### src/rtl/mux_pkg.sv
// rtl/mux_pkg.sv - shared constants, occupancy encoding and select-width helper for the select muxes
package mux_pkg;

  localparam int MUX_MAX_N = 16;

  typedef enum logic [1:0] {
    ST_EMPTY = 2'd0,
    ST_ONE   = 2'd1,
    ST_FULL  = 2'd2
  } occ_state_e;

  function automatic int mux_sel_width(input int n);
    return (n <= 2) ? 1 : $clog2(n);
  endfunction

endpackage

### src/rtl/mux_sel_comb.sv
// rtl/mux_sel_comb.sv - combinational N-way W-bit select with a defined default for out-of-range selects
module mux_sel_comb
  import mux_pkg::*;
#(
  parameter int W = 32,
  parameter int N = 5,
  parameter logic [W-1:0] DEFAULT_VAL = '0,
  localparam int SW = mux_sel_width(N)
) (
  input  logic [N*W-1:0] in_data,
  input  logic [SW-1:0]  sel,
  output logic [W-1:0]   out_data,
  output logic           out_of_range
);

  if (N < 2 || N > MUX_MAX_N || W < 1) begin : g_bad_params
    $error("mux_sel_comb: illegal parameters N=%0d W=%0d", N, W);
  end

  always_comb begin
    out_data = DEFAULT_VAL;
    for (int k = 0; k < N; k++) begin
      if (sel == SW'(k)) out_data = in_data[k*W +: W];
    end
  end

  // Constant-false when N is a power of two; the default path is then unreachable.
  assign out_of_range = ({1'b0, sel} >= (SW+1)'(N));

endmodule

### src/rtl/mux_sel_pipe.sv
// rtl/mux_sel_pipe.sv - select mux with a registered valid/ready output stage and 2-entry skid buffer
module mux_sel_pipe
  import mux_pkg::*;
#(
  parameter int W = 32,
  parameter int N = 5,
  parameter logic [W-1:0] DEFAULT_VAL = '0,
  localparam int SW = mux_sel_width(N)
) (
  input  logic           clk,
  input  logic           reset_n,
  input  logic [N*W-1:0] in_data,
  input  logic [SW-1:0]  in_sel,
  input  logic           in_valid,
  output logic           in_ready,
  output logic [W-1:0]   out_data,
  output logic           out_valid,
  input  logic           out_ready,
  output logic           sel_err,
  input  logic           err_clr,
  output logic [1:0]     occupancy
);

  occ_state_e     state_q, state_d;
  logic [W-1:0]   main_q, main_d;
  logic [W-1:0]   skid_q, skid_d;
  logic [W-1:0]   sel_data;
  logic           sel_oob;
  logic           ready_q;
  logic           err_q;
  logic           accept;
  logic           emit;

  mux_sel_comb #(
    .W           (W),
    .N           (N),
    .DEFAULT_VAL (DEFAULT_VAL)
  ) u_sel (
    .in_data      (in_data),
    .sel          (in_sel),
    .out_data     (sel_data),
    .out_of_range (sel_oob)
  );

  assign out_valid = (state_q != ST_EMPTY);
  assign accept    = in_valid & ready_q;
  assign emit      = out_valid & out_ready;

  always_comb begin
    state_d = state_q;
    main_d  = main_q;
    skid_d  = skid_q;
    case (state_q)
      ST_EMPTY: begin
        if (accept) begin
          state_d = ST_ONE;
          main_d  = sel_data;
        end
      end
      ST_ONE: begin
        if (accept && emit) begin
          main_d = sel_data;
        end else if (accept) begin
          state_d = ST_FULL;
          skid_d  = sel_data;
        end else if (emit) begin
          state_d = ST_EMPTY;
        end
      end
      ST_FULL: begin
        if (emit) begin
          state_d = ST_ONE;
          main_d  = skid_q;
        end
      end
      default: state_d = ST_EMPTY;
    endcase
  end

  // in_ready is registered from the next occupancy so it never depends on out_ready combinationally.
  always_ff @(posedge clk or negedge reset_n) begin
    if (!reset_n) begin
      state_q <= ST_EMPTY;
      main_q  <= '0;
      skid_q  <= '0;
      ready_q <= 1'b1;
      err_q   <= 1'b0;
    end else begin
      state_q <= state_d;
      main_q  <= main_d;
      skid_q  <= skid_d;
      ready_q <= (state_d != ST_FULL);
      if (accept && sel_oob) err_q <= 1'b1;
      else if (err_clr)      err_q <= 1'b0;
    end
  end

  assign in_ready  = ready_q;
  assign out_data  = main_q;
  assign sel_err   = err_q;
  assign occupancy = state_q;

endmodule

### config.mk
export PLATFORM = sky130hd
export DESIGN_NAME = mux_sel_pipe
export DESIGN_NICKNAME = d
export VERILOG_FILES = /design/src/rtl/mux_pkg.sv /design/src/rtl/mux_sel_comb.sv /design/src/rtl/mux_sel_pipe.sv
export SDC_FILE = /design/constraint.sdc
export NUM_CORES = 1
export LEC_CHECK = 0
export CAP_MARGIN = 20
export CELL_PAD_IN_SITES_DETAIL_PLACEMENT = 1
export CELL_PAD_IN_SITES_GLOBAL_PLACEMENT = 2
export CORE_UTILIZATION = 22
export CTS_CLUSTER_DIAMETER = 30
export DETAILED_ROUTE_END_ITERATION = 12
export GPL_TIMING_DRIVEN = 0
export PLACE_DENSITY = 0.74
export SLEW_MARGIN = 10
export SYNTH_ARGS = -nofsm -noshare
export SYNTH_HDL_FRONTEND = slang
export SYNTH_HIERARCHICAL = 1
export SYNTH_SLANG_ARGS = --single-unit
### constraint.sdc
create_clock -name clk -period 1.55 [get_ports clk]
set_clock_uncertainty 0.05 [all_clocks]
set_input_delay 0.31 -clock clk [delete_from_list [all_inputs] [get_ports clk]]
set_output_delay 0.31 -clock clk [all_outputs]
set_load 0.02 [all_outputs]
==> results.toml <==
[outcome]
status = "finished with violations"
failed_checks = "setup timing"

[clock_tree]
h-tree-depth = 3
path_clk_slew_ps = 60
clock_sinks = 68
cts_buffers = 9
cts_root_buffer = "clkbuf_16"
cts_tree = "yes"
clock_latency_ps = 330
clockBufferDepth = 2

[synthesis]
yosys_warnings = 6
synth.avg_cell_area_um2 = 11.32
synth_fp_nets = 548
yosys.area.top_type = "dfrtp_1"
synthTopCellsByArea = "dfrtp_1, mux2_2, a32oi_1, a31oi_1, buf_6"
synth-edff-count = 0
synth_top_area_share_pct = 38.96
ys_top_cells_by_count = "mux2_2, dfrtp_1, nand2_1, nor2_1"
yosysMostFrequentCell = "mux2_2"
synth_async_sr_flop_share_pct = 100.0
synthFlopType = "dfrtp_1"
ys_seq_area_share_pct = 39.58
syn-cell-area_um2 = 4303
synth-seq-cells = 68
synth_cell_type_count = 32
syn_inst = 380

[timing]
rsz0062_at_grt = "true"
hold_viol = 0
max_freq_mhz = 561.9
slew_headroom_pct = 52.30
period_needed_ps = 1780
slew_violations = 0
final.setup.worst_slack_ps = -229.6
fin_tns_setup_ps = -12330
worst_pin_slew_ps = 715.5
period_share_pct = 114.8
finalSetupViolCount = 65

[power_and_ir_drop]
powerDensity_nw_per_um2 = 1308
comb_power_share_pct = 50.4
ir_worst_vdd_v = 0.0005673
p_int_uw = 6802
leakagePower_uw = 0.003303
swShare_pct = 33.35
p_clk_share_pct = 18.6
p_seq_share_pct = 31.0
power.switching_uw = 3403

[setup_path]
r2r_setup_slack_ps = -230
startpoint_type = "register"
worstPathMaxFanout = 6
worst_r2r_path_depth = 6
worstPathRequired_ps = 1710
startpoint = "occupancy[0]$_DFF_PN0_"
arrival_ps = 1940
endpoint_kind = "register"
slowest_stage = "dfrtp_2"
worstPathCellList = "buf_6, nor2b_4, buf_12, buf_12, mux2_4, mux2_4"
critPathKind = "reg2reg"
max_stage_delay_ps = 450
r2r_start = "occupancy[0]$_DFF_PN0_"
timing.rr.end = "out_data[10]$_DFFE_PN0P_"
cpLargestDelayFamily = "multiplexers"
crit_buf_inv = 3

[routing]
drt-total-wl_mm = 17.97
vias = 4180
ant_nets = 0
drt_iter0_drc = 94
vias_per_cell = 4.681
drt_pass1_iterations = 4
wl_per_cell_um = 20.12
remaining_drc_errors = 0

[grt]
grt_pass1_vias = 4708
grt_max_degree = 36
grt.overflow.total = 0
antenna_found_initial = 0
grt_usage_pct = 18.12
grt_pass1_wl_mm = 27.09

[worst_hold_path]
hp-class = "in2reg"
min-delay-start = "out_ready"
holdPathStages = 2
min_to = "in_ready$_DFF_PN1_"

[place]
dp.cells = 844
portBuffers = 203
gp_congestion = 0.7324
hpwlAfterDp_mm = 12.65
dpl_cell_area_um2 = 6835

[floorplan]
core_um2 = 18960
die_x_um = 141.9
start_util_pct = 22.70
row_count = 50
die-area_um2 = 20120
die_h_um = 141.9
io_pins = 205

[finish]
fin_cells = 893
drive_gt1_share_pct = 36.18
postLayoutCoreUtil_pct = 41.17
syn2layout_area_growth_pct = 81.36
finish.instance_area_um2 = 7804
antenna_cells = 0
nets = 796

[run]
maxCapViolCount = 0
-- registers in the layout (all words and copies together), names as in the netlist --
| signal | count |
|---|---|
| in_ready | 1 |
| out_data | 32 |
| sel_err | 1 |
| occupancy | 2 |
| skid_q | 32 |
-- layout by cell type, fill, tap and decap left out, drive strengths merged --
| cell | instances |
|---|---|
| a21o | 1 |
| a31oi | 32 |
| a32oi | 32 |
| and2b | 1 |
| and3b | 1 |
| buf | 64 |
| clkbuf | 17 |
| clkdlybuf4s50 | 162 |
| clkinv | 3 |
| clkinvlp | 3 |
| dfrtp | 67 |
| dfstp | 1 |
| dlygate4sd2 | 35 |
| dlygate4sd3 | 1 |
| inv | 2 |
| mux2 | 128 |
| mux2i | 1 |
| nand2 | 33 |
| nand2b | 1 |
| nand3 | 1 |
| nand3b | 1 |
| nand4b | 2 |
| nor2 | 34 |
| nor2b | 2 |
| nor3b | 2 |
| o211ai | 1 |
| o21a | 1 |
| o21ai | 1 |
| o221ai | 1 |
| or2 | 1 |
| or3b | 1 |
-- cells by family (layout without fill, tap and decap cells) --
logic type             after synthesis  in the layout  synth area share [%]
buffers and inverters               34            287                 5.641
multiplexers                       129            129                 33.73
AO/OA/AOI/OAI                       69             69                 12.33
AND/OR/NAND/NOR                     80             80                 8.724
flip-flops                          68             68                 39.58
-- layer usage --
metal | share of wire (%) | vias to the layer above | GRT usage (%)
met1 | 42 | 2099 | 21.66
met2 | 51 | 144 | 32.75
met3 | 6.4 | 9 | 4.151
met5 | 0 | - | 0
met4 | 0.56 | 0 | 4.131
li1 | - | 1928 | -
-- per-stage QoR --
stage          power (uW)  setup slack (ps)  hold WS [ps]
2_1_floorplan        5693            -322.6        -35.59
3_3_place_gp         7576             -2411         438.3
3_5_place_dp         7726             -1192         246.4
4_1_cts             10150            -233.9         373.2
5_1_grt             10790            -288.5         403.7
6_report            10210            -229.6         381.1
-- layout make-up --
class | instances | area (um^2)
sequential | 68 | 1705
multi-input combinational | 278 | 2650
buffer | 31 | 381.6
tap | 260 | 325.3
inverter | 2 | 7.507
fill | 2071 | 11150
clock inverter | 6 | 41.29
clock buffer | 10 | 229.0
timing repair buffer | 238 | 2464
-- worst max-delay path by stage --
stage / cells past startpoint / slack (ps) / endpoint
2_1_floorplan: 8 / -320 / out_data[5]$_DFFE_PN0P_
5_1_grt: 6 / -290 / out_data[15]$_DFFE_PN0P_
6_report: 6 / -230 / out_data[10]$_DFFE_PN0P_
3_5_place_dp: 7 / -1190 / out_data[13]$_DFFE_PN0P_
4_1_cts: 5 / -230 / out_data[31]$_DFFE_PN0P_
3_3_place_gp: 1 / -2410 / occupancy[0]$_DFF_PN0_
-- timing repair --
action,CTS,global route
endpoints found under the setup margin,101,67
buffers inserted,25,1
pin swaps,12,0
hold buffers,1,0
resized for setup,135,17
gates cloned,6,1
hold endpoints to repair,33,0
-- power groups by stage --
stage / registers, uW / logic (uW) / clock network, uW
5_1_grt: 3270 / 5490 / 2030
3_3_place_gp: 3130 / 4450 / 0
2_1_floorplan: 3640 / 2050 / 0
3_5_place_dp: 3180 / 4550 / 0
6_report: 3160 / 5150 / 1900
4_1_cts: 3150 / 5060 / 1940
Power figures use the tool's default switching activity.
